<file path="src/rtl/nrisc_pkg.sv">
// Shared types for the multi-cycle nRISC core: opcodes, FSM states,
// ALU selects and instruction field positions.
package nrisc_pkg;

   typedef enum logic [2:0] {
      OP_ADD  = 3'b000,
      OP_SUB  = 3'b001,
      OP_AND  = 3'b010,
      OP_ADDI = 3'b011,
      OP_LW   = 3'b100,
      OP_SW   = 3'b101,
      OP_BEQZ = 3'b110,
      OP_JR   = 3'b111
   } opcode_e;

   typedef enum logic [2:0] {
      S_FETCH,
      S_DECODE,
      S_EXEC,
      S_MEM,
      S_WB
   } state_e;

   typedef enum logic [1:0] {
      ULA_ADD,
      ULA_SUB,
      ULA_AND,
      ULA_PASSB
   } ula_op_e;

   localparam int OP_MSB  = 7;
   localparam int OP_LSB  = 5;
   localparam int RA_MSB  = 4;
   localparam int RA_LSB  = 3;
   localparam int RB_MSB  = 2;
   localparam int RB_LSB  = 1;
   localparam int IMM_MSB = 2;
   localparam int IMM_LSB = 0;

   // BEQZ and JR route their operand through pass-B so the zero flag and PC source share one path
   function automatic ula_op_e ula_op_of(input opcode_e op);
      case (op)
         OP_ADD, OP_ADDI: return ULA_ADD;
         OP_SUB:          return ULA_SUB;
         OP_AND:          return ULA_AND;
         default:         return ULA_PASSB;
      endcase
   endfunction

endpackage

</file>
<file path="src/rtl/nrisc_ula.sv">
// Combinational ALU for the nRISC core: add, subtract, and, pass-B,
// plus a zero flag on the result. All arithmetic wraps modulo 2^DATA_W.
module nrisc_ula
   import nrisc_pkg::*;
#(
   parameter int DATA_W = 8
) (
   input  ula_op_e           i_op,
   input  logic [DATA_W-1:0] i_a,
   input  logic [DATA_W-1:0] i_b,
   output logic [DATA_W-1:0] o_y,
   output logic              o_zero
);

   always_comb begin
      case (i_op)
         ULA_ADD: o_y = i_a + i_b;
         ULA_SUB: o_y = i_a - i_b;
         ULA_AND: o_y = i_a & i_b;
         default: o_y = i_b;
      endcase
   end

   assign o_zero = (o_y == '0);

endmodule

</file>
<file path="src/rtl/nrisc_multiciclo.sv">
// Multi-cycle nRISC core: fetch/decode/execute/memory/writeback FSM with
// req/ready handshakes to separate instruction and data memories.
module nrisc_multiciclo
   import nrisc_pkg::*;
#(
   parameter int                DATA_W   = 8,
   parameter int                ADDR_W   = 8,
   parameter logic [ADDR_W-1:0] RESET_PC = '0
) (
   input  logic              Clock,
   input  logic              reset,
   output logic              imem_req,
   output logic [ADDR_W-1:0] imem_addr,
   input  logic [7:0]        imem_rdata,
   input  logic              imem_ready,
   output logic              dmem_req,
   output logic              dmem_we,
   output logic [ADDR_W-1:0] dmem_addr,
   output logic [DATA_W-1:0] dmem_wdata,
   input  logic [DATA_W-1:0] dmem_rdata,
   input  logic              dmem_ready,
   output logic [ADDR_W-1:0] pc_o,
   output logic              retire
);

   state_e            r_state;
   logic [ADDR_W-1:0] r_pc;
   logic [ADDR_W-1:0] r_npc;
   logic [7:0]        r_ir;
   logic [DATA_W-1:0] r_a;
   logic [DATA_W-1:0] r_b;
   logic [DATA_W-1:0] r_alu_out;
   logic [DATA_W-1:0] r_mdr;
   logic [DATA_W-1:0] r_rf [4];
   logic              r_imem_req;
   logic              r_dmem_req;
   logic              r_dmem_we;
   logic [ADDR_W-1:0] r_dmem_addr;
   logic [DATA_W-1:0] r_dmem_wdata;
   logic              r_retire;

   opcode_e           w_op;
   logic [1:0]        w_ra;
   logic [1:0]        w_rb;
   logic [2:0]        w_imm3;
   logic [DATA_W-1:0] w_sext_d;
   logic [ADDR_W-1:0] w_sext_a;
   logic [DATA_W-1:0] w_ula_b;
   logic [DATA_W-1:0] w_ula_y;
   logic              w_ula_zero;
   logic [ADDR_W-1:0] w_b_addr;

   assign w_op     = opcode_e'(r_ir[OP_MSB:OP_LSB]);
   assign w_ra     = r_ir[RA_MSB:RA_LSB];
   assign w_rb     = r_ir[RB_MSB:RB_LSB];
   assign w_imm3   = r_ir[IMM_MSB:IMM_LSB];
   assign w_sext_d = {{(DATA_W-3){w_imm3[2]}}, w_imm3};
   assign w_sext_a = {{(ADDR_W-3){w_imm3[2]}}, w_imm3};
   assign w_b_addr = ADDR_W'(r_b);

   // BEQZ tests A through pass-B; ADDI replaces B with the immediate
   assign w_ula_b = (w_op == OP_ADDI) ? w_sext_d :
                    (w_op == OP_BEQZ) ? r_a      : r_b;

   nrisc_ula #(
      .DATA_W (DATA_W)
   ) u_ula (
      .i_op   (ula_op_of(w_op)),
      .i_a    (r_a),
      .i_b    (w_ula_b),
      .o_y    (w_ula_y),
      .o_zero (w_ula_zero)
   );

   always_ff @(posedge Clock or negedge reset) begin
      if (!reset) begin
         r_state      <= S_FETCH;
         r_pc         <= RESET_PC;
         r_npc        <= '0;
         r_ir         <= '0;
         r_a          <= '0;
         r_b          <= '0;
         r_alu_out    <= '0;
         r_mdr        <= '0;
         for (int i = 0; i < 4; i++) r_rf[i] <= '0;
         r_imem_req   <= 1'b0;
         r_dmem_req   <= 1'b0;
         r_dmem_we    <= 1'b0;
         r_dmem_addr  <= '0;
         r_dmem_wdata <= '0;
         r_retire     <= 1'b0;
      end else begin
         r_retire <= 1'b0;
         case (r_state)
            // req is raised on entry, so a zero-wait fetch completes in one cycle
            S_FETCH: begin
               if (r_imem_req && imem_ready) begin
                  r_ir       <= imem_rdata;
                  r_npc      <= r_pc + ADDR_W'(1);
                  r_imem_req <= 1'b0;
                  r_state    <= S_DECODE;
               end else begin
                  r_imem_req <= 1'b1;
               end
            end
            S_DECODE: begin
               r_a     <= r_rf[w_ra];
               r_b     <= r_rf[w_rb];
               r_state <= S_EXEC;
            end
            S_EXEC: begin
               case (w_op)
                  OP_LW, OP_SW: begin
                     r_dmem_req   <= 1'b1;
                     r_dmem_we    <= (w_op == OP_SW);
                     r_dmem_addr  <= w_b_addr;
                     r_dmem_wdata <= r_a;
                     r_state      <= S_MEM;
                  end
                  OP_BEQZ: begin
                     r_pc       <= w_ula_zero ? (r_npc + w_sext_a) : r_npc;
                     r_retire   <= 1'b1;
                     r_imem_req <= 1'b1;
                     r_state    <= S_FETCH;
                  end
                  OP_JR: begin
                     r_pc       <= ADDR_W'(w_ula_y);
                     r_retire   <= 1'b1;
                     r_imem_req <= 1'b1;
                     r_state    <= S_FETCH;
                  end
                  default: begin
                     r_alu_out <= w_ula_y;
                     r_state   <= S_WB;
                  end
               endcase
            end
            S_MEM: begin
               if (dmem_ready) begin
                  r_dmem_req <= 1'b0;
                  r_dmem_we  <= 1'b0;
                  if (r_dmem_we) begin
                     r_pc       <= r_npc;
                     r_retire   <= 1'b1;
                     r_imem_req <= 1'b1;
                     r_state    <= S_FETCH;
                  end else begin
                     r_mdr   <= dmem_rdata;
                     r_state <= S_WB;
                  end
               end
            end
            S_WB: begin
               r_rf[w_ra] <= (w_op == OP_LW) ? r_mdr : r_alu_out;
               r_pc       <= r_npc;
               r_retire   <= 1'b1;
               r_imem_req <= 1'b1;
               r_state    <= S_FETCH;
            end
            default: r_state <= S_FETCH;
         endcase
      end
   end

   assign imem_req   = r_imem_req;
   assign imem_addr  = r_pc;
   assign dmem_req   = r_dmem_req;
   assign dmem_we    = r_dmem_we;
   assign dmem_addr  = r_dmem_addr;
   assign dmem_wdata = r_dmem_wdata;
   assign pc_o       = r_pc;
   assign retire     = r_retire;

endmodule
</file>
<file path="config.mk">
export PLATFORM = sky130hd
export DESIGN_NAME = nrisc_multiciclo
export DESIGN_NICKNAME = d
export VERILOG_FILES = /design/src/rtl/nrisc_pkg.sv /design/src/rtl/nrisc_ula.sv /design/src/rtl/nrisc_multiciclo.sv
export SDC_FILE = /design/constraint.sdc
export NUM_CORES = 1
export LEC_CHECK = 0
export CAP_MARGIN = 20
export CORE_MARGIN = 5
export CORE_UTILIZATION = 58
export CTS_CLUSTER_DIAMETER = 150
export CTS_CLUSTER_SIZE = 30
export DETAILED_ROUTE_END_ITERATION = 8
export PLACE_DENSITY = 0.86
export REMOVE_ABC_BUFFERS = 1
export SLEW_MARGIN = 25
export SYNTH_ARGS = -nofsm -noshare
export SYNTH_HDL_FRONTEND = slang
export SYNTH_SLANG_ARGS = --single-unit
</file>
<file path="constraint.sdc">
create_clock -name Clock -period 4.9 [get_ports Clock]
set_clock_uncertainty 0.2 [all_clocks]
set_input_delay 0.98 -clock Clock [delete_from_list [all_inputs] [get_ports Clock]]
set_output_delay 0.98 -clock Clock [all_outputs]
set_load 0.02 [all_outputs]
</file>
==> run_summary.xml, run 1 <==
<?xml version="1.0" encoding="UTF-8"?>
<metrics>
  <group name="layout">
    <metric name="final_area" unit="sq um">7220</metric>
    <metric name="drive_above_1_share" unit="%">16.8</metric>
    <metric name="layout.cells.most_common" unit="">dfrtp_1</metric>
    <metric name="layout.nets" unit="">710</metric>
    <metric name="finish.cell_count_without_fillers" unit="">817</metric>
    <metric name="diodes" unit="">0</metric>
    <metric name="highest_count_cells_in_the_layout_ignoring_fill_and_taps" unit="">dfrtp_1, nand2_1, o21ai_0</metric>
    <metric name="post-route-util" unit="%">66.6</metric>
    <metric name="areaGrowthSynthToFinish" unit="%">12.3</metric>
  </group>
  <group name="die">
    <metric name="initial_utilization" unit="%">59.3</metric>
    <metric name="fp.coreArea" unit="sq um">10800</metric>
    <metric name="dieHeight" unit="um">115</metric>
    <metric name="placement_rows" unit="">38</metric>
    <metric name="design.die.area" unit="sq um">13300</metric>
    <metric name="boundaryPins" unit="">56</metric>
    <metric name="die-width" unit="um">115</metric>
  </group>
  <group name="routing">
    <metric name="drc" unit="">0</metric>
    <metric name="vias" unit="">5147</metric>
    <metric name="wire_per_inst" unit="um">20.2</metric>
    <metric name="first_iter_violations" unit="">577</metric>
    <metric name="wl" unit="um">16500</metric>
    <metric name="post_drt_via_cell_ratio" unit="">6.30</metric>
    <metric name="drt-pass1-iter-count" unit="">5</metric>
    <metric name="final_antenna_net_count" unit="">0</metric>
  </group>
  <group name="power">
    <metric name="power.clock.fraction" unit="%">8.8</metric>
    <metric name="p_int" unit="mW">3.13</metric>
    <metric name="switching_share" unit="%">47.1</metric>
    <metric name="switching_power" unit="mW">2.79</metric>
    <metric name="power_density_over_the_cells" unit="nW/um^2">819</metric>
    <metric name="combPwrFrac" unit="%">61.5</metric>
    <metric name="leakagePower" unit="nW">3.04</metric>
    <metric name="max-vdd-ir-drop" unit="mV">0.387</metric>
    <metric name="p_seq_share" unit="%">29.7</metric>
  </group>
  <group name="clock_tree">
    <metric name="clkLatencyLatePin" unit="ps">380</metric>
    <metric name="tritoncts" unit="">built</metric>
    <metric name="cts.reportedPaths.clkPinSlew" unit="ps">110</metric>
    <metric name="cts-buffers-inserted" unit="">9</metric>
    <metric name="cts.path.max_buffers" unit="">2</metric>
    <metric name="cts_sink_count" unit="">111</metric>
    <metric name="h-tree-depth" unit="">3</metric>
    <metric name="ctsRootBufferMaster" unit="">clkbuf_8</metric>
    <metric name="hold_buffers" unit="">0</metric>
  </group>
  <group name="timing">
    <metric name="slew_viol_final" unit="">0</metric>
    <metric name="tightestPinTransition" unit="ps">1000</metric>
    <metric name="hold_violations" unit="">0</metric>
    <metric name="timing.final.setup_violations" unit="">0</metric>
    <metric name="setup-tns-final" unit="ps">0</metric>
    <metric name="postLayoutSetupSlackWorst" unit="ps">353</metric>
    <metric name="post_route_fraction_of_the_period_consumed_by_the_critical_path" unit="%">92.8</metric>
    <metric name="rsz0062_at_grt" unit="">false</metric>
    <metric name="slew_headroom" unit="%">33.0</metric>
    <metric name="layout_min_cycle_time" unit="ps">4550</metric>
    <metric name="fmaxAchievable" unit="GHz">0.220</metric>
  </group>
  <group name="global_routing">
    <metric name="grt_antenna_before_repair" unit="">0</metric>
    <metric name="grt_pass1_wl" unit="um">27000</metric>
    <metric name="grt_max_degree" unit="">61</metric>
    <metric name="first_global_vias" unit="">5148</metric>
    <metric name="grt.overflow.total" unit="">0</metric>
    <metric name="track_usage" unit="%">26.3</metric>
  </group>
  <group name="synth">
    <metric name="synth_seq_cells" unit="">111</metric>
    <metric name="syn_avg_cell_area" unit="sq um">10.1</metric>
    <metric name="syn-instance-count" unit="">634</metric>
    <metric name="postSynth.asyncResetShare" unit="%">100</metric>
    <metric name="ys.flop_type" unit="">dfrtp_1</metric>
    <metric name="synthesis.area" unit="sq um">6430</metric>
    <metric name="count_of_flip_flops_with_a_built_in_enable_after_synthesis" unit="">0</metric>
    <metric name="seq_area_frac_synth" unit="%">43.2</metric>
    <metric name="yosysWarningCount" unit="">0</metric>
    <metric name="synth_cell_type_count" unit="">70</metric>
  </group>
  <group name="place">
    <metric name="dp.final_hpwl" unit="um">12100</metric>
    <metric name="place_inst" unit="">801</metric>
    <metric name="place_area" unit="sq um">7040</metric>
    <metric name="pre_cts_slack" unit="ps">347</metric>
    <metric name="routabilityCongestion" unit="">0.927</metric>
    <metric name="buffer_ports.inserted" unit="">55</metric>
  </group>
  <group name="worst_hold_path">
    <metric name="hold_start" unit="">r_alu_out[6]$_DFFE_PN0P_</metric>
    <metric name="worst_hold_path.num_cells" unit="">1</metric>
    <metric name="hp-class" unit="">reg2reg</metric>
    <metric name="min_delay_worst_endpoint" unit="">r_alu_out[6]$_DFFE_PN0P_</metric>
  </group>
  <group name="critical_path">
    <metric name="critical_path.cell_chain" unit="">inv_2, o22ai_1, a211oi_2, or2_2, o21ai_0, xor2_1, ha_1, and2_1, o21ai_0, nand4_1, a31oi_1, a21bo_1, or2_0, or2_1, o311a_1</metric>
    <metric name="critical_path.max_stage_delay" unit="ps">500</metric>
    <metric name="r2r.worst_path.cells" unit="">15</metric>
    <metric name="timing.critical_path.buf_inv" unit="">1</metric>
    <metric name="largest_fanout_on_the_critical_path" unit="">11</metric>
    <metric name="worstPathArrival" unit="ps">4620</metric>
    <metric name="regToRegStartpoint" unit="">r_ir[5]$_DFFE_PN0P_</metric>
    <metric name="critical-path-top-delay-family" unit="">compound AO/OA/AOI/OAI gates</metric>
    <metric name="critical_path.slowest_cell" unit="">dfrtp_2</metric>
    <metric name="timing.critical_path.to_type" unit="">register</metric>
    <metric name="cpMostUsedCell" unit="">o21ai_0</metric>
    <metric name="worst_r2r_endpoint" unit="">imem_addr[2]$_DFFE_PN0P_</metric>
    <metric name="worst_setup_path_start_kind" unit="">register</metric>
    <metric name="crit_type" unit="">reg2reg</metric>
    <metric name="r2r_setup_slack" unit="ps">350</metric>
    <metric name="required_time_of_the_critical_path" unit="ps">4980</metric>
  </group>
  <group name="run_status">
    <metric name="outcome" unit="">finished clean</metric>
  </group>
  <group name="run">
    <metric name="maxCapViolations" unit="">0</metric>
  </group>
</metrics>
## state kept, by name (all words and copies together), names as in the netlist
signal      count
dmem_we         1
r_b             8
r_npc           8
imem_addr       8
dmem_addr       8
r_state         3
retire          1
dmem_req        1
r_ir            8
r_a             8
r_mdr           8
dmem_wdata      8
r_alu_out       8
r_rf           32
imem_req        1
## Yosys cell counts (2+ instances only)
cell type  number  area share [%]
buf_6           5            0.88
nor2_1         57             3.3
xnor2_1        12             1.6
nand3b_1        4            0.47
buf_4           8            0.93
a311oi_2        2            0.47
mux2_2         44             7.7
ha_1           16             3.1
mux2i_1        10             1.6
a31o_2          3            0.41
a21oi_1        41             3.2
nor4_1          2            0.19
nand4_1         2            0.19
a211oi_1        4            0.47
o21ai_0        58             4.5
or2_2           2            0.19
nor3b_1         2            0.23
inv_1          16            0.93
nand3_1        14             1.1
o221ai_1       10             1.4
dfrtp_1       111              43
nand2_1        61             3.6
and3_1          2            0.19
fa_1            2            0.62
a221oi_1        5            0.68
clkbuf_1       23             1.3
nor2b_1         3            0.29
or3_1           5            0.49
o22ai_1         5            0.49
buf_2           7            0.54
mux4_2         16             5.6
nor3_1         11            0.86
a21o_1          3            0.35
xor2_1          8             1.1
a22oi_1         2            0.23
o211ai_1       12             1.4
a21oi_2         2            0.27
a311oi_1        2            0.27
and2_1          2            0.19
o21a_1          3            0.35
nand2b_1        6            0.58
o31ai_1         2            0.23
or2_1           2            0.19
## worst max-delay path by stage
stage | slack, ps | depth (start not counted) | end | start
floorplan | 430 | 15 | imem_addr[2]$_DFFE_PN0P_ | r_ir[7]$_DFFE_PN0P_
global placement | 540 | 15 | imem_addr[2]$_DFFE_PN0P_ | r_ir[5]$_DFFE_PN0P_
detailed placement | 350 | 15 | imem_addr[2]$_DFFE_PN0P_ | r_ir[5]$_DFFE_PN0P_
CTS | 320 | 15 | imem_addr[2]$_DFFE_PN0P_ | r_ir[5]$_DFFE_PN0P_
global route | 90 | 15 | imem_addr[2]$_DFFE_PN0P_ | r_ir[7]$_DFFE_PN0P_
finish | 350 | 15 | imem_addr[2]$_DFFE_PN0P_ | r_ir[5]$_DFFE_PN0P_
## worst register-to-register path, stage by stage, from the launching register on
cell	delay [ps]
dfrtp_2	500
inv_2	170
o22ai_1	140
a211oi_2	470
or2_2	200
o21ai_0	90
xor2_1	170
ha_1	340
and2_1	150
o21ai_0	320
nand4_1	140
a31oi_1	310
a21bo_1	260
or2_0	250
or2_1	360
o311a_1	370
## layout make-up
cell class / count / area [sq um]
fill: 873 / 3620
inverter: 17 / 63.8
timing repair buffer: 70 / 661
sequential: 111 / 2780
multi-input combinational: 463 / 3370
tap: 140 / 175
clock inverter: 6 / 51.3
clock buffer: 10 / 128
## metrics by stage
stage	hold WS, ps	total power, mW
after floorplan	249	4.18
after global routing	315	6.37
after CTS	296	5.88
after global placement	262	5.25
after detailed placement	272	5.34
final	294	5.92
## what timing repair did
item,in CTS,in global routing
setup endpoints to repair,0,2
buffers inserted,0,0
resized for setup,0,2
## power by group through the flow
| stage | clock, mW | combinational (mW) | sequential, mW |
|---|---|---|---|
| after floorplan | 0 | 2.39 | 1.79 |
| after global placement | 0 | 3.52 | 1.73 |
| after detailed placement | 0 | 3.58 | 1.76 |
| after CTS | 0.534 | 3.60 | 1.74 |
| after global routing | 0.569 | 3.99 | 1.81 |
| final | 0.524 | 3.64 | 1.76 |
## metal layers
layer / vias to the layer above / part of all wire [%] / global-route usage (%)
li1: 2371 / - / -
met1: 2528 / 42 / 36.7
met2: 216 / 47 / 41.9
met3: 32 / 7.5 / 3.84
met4: 0 / 2.6 / 9.78
met5: - / 0 / 0
## kinds of logic (layout without fill, tap and decap cells)
logic type               Yosys count  after routing  synth area share, %
XOR/XNOR                          20             20                 2.72
flip-flops                       111            111                 43.2
AND/OR/NAND/NOR                  184            184                 13.6
adder cells (fa/ha/maj)           18             18                 3.74
buffers and inverters             60            103                 4.69
AO/OA/AOI/OAI                    170            170                 17.0
multiplexers                      71             71                 15.1
No activity file was read; power rests on OpenSTA's default activity.
==> inputs of run 2 (changes only) <==
--- a/config.mk
+++ b/config.mk
@@ -6,11 +6,12 @@
 export NUM_CORES = 1
 export LEC_CHECK = 0
 export CAP_MARGIN = 20
-export CORE_MARGIN = 5
-export CORE_UTILIZATION = 58
+export CORE_MARGIN = 2
+export CORE_UTILIZATION = 64
 export CTS_CLUSTER_DIAMETER = 150
 export CTS_CLUSTER_SIZE = 30
 export DETAILED_ROUTE_END_ITERATION = 8
+export DONT_BUFFER_PORTS = 1
 export PLACE_DENSITY = 0.86
 export REMOVE_ABC_BUFFERS = 1
 export SLEW_MARGIN = 25
==> run 2 against run 1 <==
Against the previous run: cell area shrank 7.3%; register-to-register slack worse by 90 ps; count of clock-buffer cells in the layout shrank 1; final cell count is 8.0% lower; sequential cell count unchanged; critical endpoint unchanged; largest cell class unchanged.
==> run_summary.xml, run 2 (synthesis results as in run 1) <==
<?xml version="1.0" encoding="UTF-8"?>
<metrics>
  <group name="run_status">
    <metric name="outcome" unit="">finished clean</metric>
  </group>
  <group name="layout">
    <metric name="finish.cell_count_without_fillers" unit="">752</metric>
    <metric name="areaGrowthSynthToFinish" unit="%">4.09</metric>
    <metric name="top_register" unit="">r_rf</metric>
    <metric name="flip_flop_count_of_the_largest_register_all_copies_and_words_added" unit="">32</metric>
    <metric name="layout.cells.most_common" unit="">dfrtp_1</metric>
    <metric name="drive_above_1_share" unit="%">18.1</metric>
    <metric name="diodes" unit="">0</metric>
    <metric name="post-route-util" unit="%">68.5</metric>
    <metric name="highest_count_cells_in_the_layout_ignoring_fill_and_taps" unit="">dfrtp_1, nand2_1, o21ai_0</metric>
    <metric name="fillerInstances" unit="">765</metric>
    <metric name="layout.nets" unit="">652</metric>
  </group>
  <group name="routing">
    <metric name="wire_per_inst" unit="um">20.8</metric>
    <metric name="first_iter_violations" unit="">459</metric>
    <metric name="drt-pass1-iter-count" unit="">5</metric>
    <metric name="drc" unit="">0</metric>
    <metric name="wl" unit="um">15600</metric>
    <metric name="final_antenna_net_count" unit="">0</metric>
    <metric name="post_drt_via_cell_ratio" unit="">6.61</metric>
    <metric name="vias" unit="">4970</metric>
  </group>
  <group name="timing">
    <metric name="fmaxAchievable" unit="GHz">0.216</metric>
    <metric name="hold_violations" unit="">0</metric>
    <metric name="tightestPinTransition" unit="ps">1010</metric>
    <metric name="post_route_fraction_of_the_period_consumed_by_the_critical_path" unit="%">94.6</metric>
    <metric name="slew_headroom" unit="%">32.6</metric>
    <metric name="layout_min_cycle_time" unit="ps">4640</metric>
    <metric name="setup-tns-final" unit="ps">0</metric>
    <metric name="slew_viol_final" unit="">0</metric>
    <metric name="rsz0062_at_grt" unit="">false</metric>
    <metric name="worst_case_hold_slack" unit="ps">72.2</metric>
    <metric name="timing.final.setup_violations" unit="">0</metric>
  </group>
  <group name="clock_tree">
    <metric name="cts.path.max_buffers" unit="">2</metric>
    <metric name="cts.reportedPaths.clkPinSlew" unit="ps">110</metric>
    <metric name="h-tree-depth" unit="">3</metric>
    <metric name="cts-buffers-inserted" unit="">9</metric>
    <metric name="cts_sink_count" unit="">111</metric>
    <metric name="hold_buffers" unit="">0</metric>
    <metric name="tritoncts" unit="">built</metric>
    <metric name="clkLatencyLatePin" unit="ps">390</metric>
    <metric name="ctsRootBufferMaster" unit="">clkbuf_8</metric>
  </group>
  <group name="place">
    <metric name="routabilityCongestion" unit="">0.981</metric>
    <metric name="dp.final_hpwl" unit="um">11400</metric>
    <metric name="buffer_ports.inserted" unit="">0</metric>
    <metric name="place_inst" unit="">734</metric>
  </group>
  <group name="global_routing">
    <metric name="grt_antenna_before_repair" unit="">0</metric>
    <metric name="grt_max_degree" unit="">112</metric>
    <metric name="grt_pass1_wl" unit="um">25900</metric>
    <metric name="first_global_vias" unit="">4919</metric>
    <metric name="grt.overflow.total" unit="">0</metric>
    <metric name="track_usage" unit="%">30.3</metric>
  </group>
  <group name="die">
    <metric name="boundaryPins" unit="">56</metric>
    <metric name="fp.coreArea" unit="sq um">9770</metric>
    <metric name="dieHeight" unit="um">104</metric>
    <metric name="placement_rows" unit="">36</metric>
    <metric name="design.die.area" unit="sq um">10900</metric>
    <metric name="initial_utilization" unit="%">65.8</metric>
    <metric name="die-width" unit="um">104</metric>
  </group>
  <group name="critical_path">
    <metric name="largest_fanout_on_the_critical_path" unit="">13</metric>
    <metric name="worstPathArrival" unit="ps">4720</metric>
    <metric name="crit_type" unit="">reg2reg</metric>
    <metric name="timing.critical_path.to_type" unit="">register</metric>
    <metric name="worst_setup_path_start_kind" unit="">register</metric>
    <metric name="required_time_of_the_critical_path" unit="ps">4980</metric>
  </group>
  <group name="worst_hold_path">
    <metric name="hp-class" unit="">in2async</metric>
  </group>
  <group name="run">
    <metric name="maxCapViolations" unit="">0</metric>
  </group>
</metrics>
## run 2: cell types whose count changed in the layout (fill, tap and decap cells not counted), sizes merged
| cell | delta |
|---|---|
| buf | -4 |
| bufinv | +1 |
| clkbuf | -1 |
| clkdlybuf4s50 | -54 |
| clkinv | +1 |
| clkinvlp | +1 |
| inv | -2 |
## run 2: cell type report
cell class	instances	area, sq um	area share (%)
Tap cell	133	166	2.49
Clock inverter	7	91.3	1.36
Multi-Input combinational cell	463	3380	50.5
Timing Repair Buffer	12	90.1	1.35
Inverter	17	63.8	0.953
Clock buffer	9	124	1.85
Sequential cell	111	2780	41.5
## run 2: stage by stage
step | instance area [sq um] | worst slack [ps]
5_1_grt | 6690 | 11.5
6_report | 6690 | 263
3_5_place_dp | 6450 | 114
4_1_cts | 6660 | 67.3
2_1_floorplan | 6190 | 430
3_3_place_gp | 6450 | 325
## run 2: what timing repair did
| action | CTS | global route |
|---|---|---|
| setup buffers | 0 | 2 |
| endpoints found under the setup margin | 0 | 8 |
| gates resized for setup | 0 | 4 |
## run 2: layer usage
| metal | routed length (um) | up-vias | GRT usage, % |
|---|---|---|---|
| met4 | 291 | 0 | 8.30 |
| met2 | 7410 | 219 | 47.6 |
| met5 | 0 | - | 0 |
| met1 | 6870 | 2447 | 43.6 |
| met3 | 1070 | 33 | 5.83 |
| li1 | - | 2271 | - |
## run 2: critical path: stages (launching register included)
cell and delay (ps):
dfrtp_2 510, nand2b_4 230, o22ai_1 270, a211oi_4 150
or2_2 310, o21ai_0 210, xor2_1 190, ha_1 290
and2_1 150, o21ai_1 190, nand4_1 130, a31oi_1 310
a21bo_1 260, or2_0 360, or2_1 400, o311a_1 360
## run 2: final timing paths
kind,cells after the start,slack (ps),to,startpoint
worst max-delay path,15,260,imem_addr[2]$_DFFE_PN0P_,r_ir[5]$_DFFE_PN0P_
worst min-delay path,0,70,imem_req$_DFFE_PN0P_,reset
worst max register to register,15,260,imem_addr[2]$_DFFE_PN0P_,r_ir[5]$_DFFE_PN0P_
worst min register to register,2,310,r_alu_out[7]$_DFFE_PN0P_,r_alu_out[7]$_DFFE_PN0P_
max in group asynchronous,0,4280,r_rf[30]$_DFFE_PN0P_,reset
min in group Clock,2,310,r_alu_out[7]$_DFFE_PN0P_,r_alu_out[7]$_DFFE_PN0P_
Power of run 2 is left out: the tool's default activity adds up to more than one toggle a clock period on the data nets, which glitch-free logic cannot reach.
==> inputs of run 3 (changes only) <==
--- a/config.mk
+++ b/config.mk
@@ -9,7 +9,6 @@
 export CORE_MARGIN = 2
 export CORE_UTILIZATION = 64
 export CTS_CLUSTER_DIAMETER = 150
-export CTS_CLUSTER_SIZE = 30
 export DETAILED_ROUTE_END_ITERATION = 8
 export DONT_BUFFER_PORTS = 1
 export PLACE_DENSITY = 0.86
==> results of run 3 <==
Final layout, timing and power as in run 2 (identical DEF).
Power of run 3 is left out for the same reason.
==> RTL edit, RTL diff (settings of run 1) <==
Remove the case item `ULA_SUB` of the case on `i_op`.
--- a/src/rtl/nrisc_ula.sv
+++ b/src/rtl/nrisc_ula.sv
@@ -15,7 +15,6 @@
    always_comb begin
       case (i_op)
          ULA_ADD: o_y = i_a + i_b;
-         ULA_SUB: o_y = i_a - i_b;
          ULA_AND: o_y = i_a & i_b;
          default: o_y = i_b;
       endcase
Behaviour: same outputs for any inputs over 10 cycles, from zero or initial values and one cycle with reset low; that may be too few to reach the edited logic, so the function may still have changed.
==> RTL edit against run 1 <==
Cell count is 4.3% lower; area after synthesis is 4.0% lower; sequential cell count stayed put; total power is 13% lower; design area is 3.1% lower; non-clock buffer count is 3 lower; global-route usage is 0.62 points lower; die area is 3.7% lower; routed wire length is 6.7% lower; via count is 5.6% lower; sequential power hardly changed; critical path depth is 1 lower; setup slack better by 0.010 ns; clock power is 5.2% higher; largest cell class unchanged.
==> RTL edit: results (changes against run 1) <==
Worst setup path
  – Worst path slowest cell: or4b_1
  – Critical path arrival: 4.68 ns (+0.06 ns)
  – Cell family with most CP delay: simple AND/OR/NAND/NOR gates
  – Critical Path End: imem_addr[1]
  – Slowest stage delay, CP: 0.73 ns (+0.23 ns)

Logic synthesis
  – Cell variety after synth: 52 (-26%)
  – Synth Area in Adders: 0.03893 (+0.001575)
  – Top post-synthesis cells by area: dfrtp_1 (45%), mux2_2 (8.0%), mux4_2 (5.8%)
  – Multiplexer share of the synthesized area: 0.1736 (+0.02278)
  – Synth cell count leaders: dfrtp_1 (111), nand2_1 (57), nor2_1 (54)

Final layout
  – Area growth, synth to finish: 13.40%
  – Post-route insts no fill: 782 (-4.3%)
  – Share of cells above drive strength 1: 0.1486 (-0.01978)
  – Layout Nets: 679 (-4.4%)

Worst hold path
  – Worst Hold Path Cells: 2 (+1)

Place
  – Area post-placement: 6797 µm² (-3.5%)
  – DP Cell Count: 766 (-4.4%)
  – Post-DP HPWL: 11510 µm (-4.8%)
  – Placer congestion estimate: 0.9317 (+0.56%)

Global routing
  – Largest net degree at the start of global routing: 43 (-30%)
  – Tot GR Track Use: 0.2563 (-0.006249)

Pwr
  – Worst vdd ir: 479.4 µV (+24%)

STA
  – Final hold slack: 0.2916 ns (-0.002309 ns)

Outcome
  – Outcome: finished, final reports clean

Clock tree
  – Clock latency on the worst-skew pair: 0.41 ns (+0.03 ns)
-- RTL edit: where the power goes --
group          internal (mW)  leakage [nW]  switching, mW
sequential              1.29          1.43          0.476
clock                  0.200        0.0975          0.351
combinational           1.33          1.51           1.50
-- RTL edit: cell families after synthesis --
group,Yosys count
compound gates,159
xor+xnor,16
fa+ha+maj,18
buf+inv,55
flops,111
mux,81
simple gates,161
-- RTL edit: metrics by stage --
| stage | utilization | setup slack (ns) |
|---|---|---|
| floorplan | - | 0.8180 |
| global placement | 0.6554 | 0.5773 |
| detailed placement | 0.6554 | 0.4643 |
| CTS | 0.6748 | 0.4123 |
| global route | 0.6748 | 0.05572 |
| finish | 0.6748 | 0.3636 |
-- RTL edit: per-layer routing --
layer	global-route usage	part of all wire
met4	0.08574	0.027
met1	0.3518	0.42
met2	0.4024	0.48
met3	0.06257	0.079
met5	0	0
-- RTL edit: layout make-up --
class                   instances  area, µm²
well taps                     136      170.2
flip-flops and latches        111       2778
clock inverters                 7      77.57
multi-input cells             435       3147
fillers                       794       3372
inverters                      17      63.81
repair buffers                 67      638.1
clock buffers                   9      123.9
-- RTL edit: how the worst min path moves through the flow --
| stage | startpoint | to |
|---|---|---|
| final | dmem_req | dmem_req |
| after global routing | reset | r_b[4] |
| after CTS | reset | r_rf[2] |
| after detailed placement | dmem_req | dmem_req |
| after global placement | dmem_req | dmem_req |
| after floorplan | r_alu_out[7] | r_alu_out[7] |
-- RTL edit: worst register-to-register path: cells and delay by family, from the launching register on --
| family | cells | cell delay (ns) |
|---|---|---|
| DFF | 1 | 0.69 |
| buffers and inverters | 1 | 0.07 |
| adders and majority gates | 2 | 0.68 |
| muxes | 1 | 0.38 |
| AOI/OAI and AO/OA | 5 | 0.94 |
| and+or+nand+nor | 5 | 1.52 |
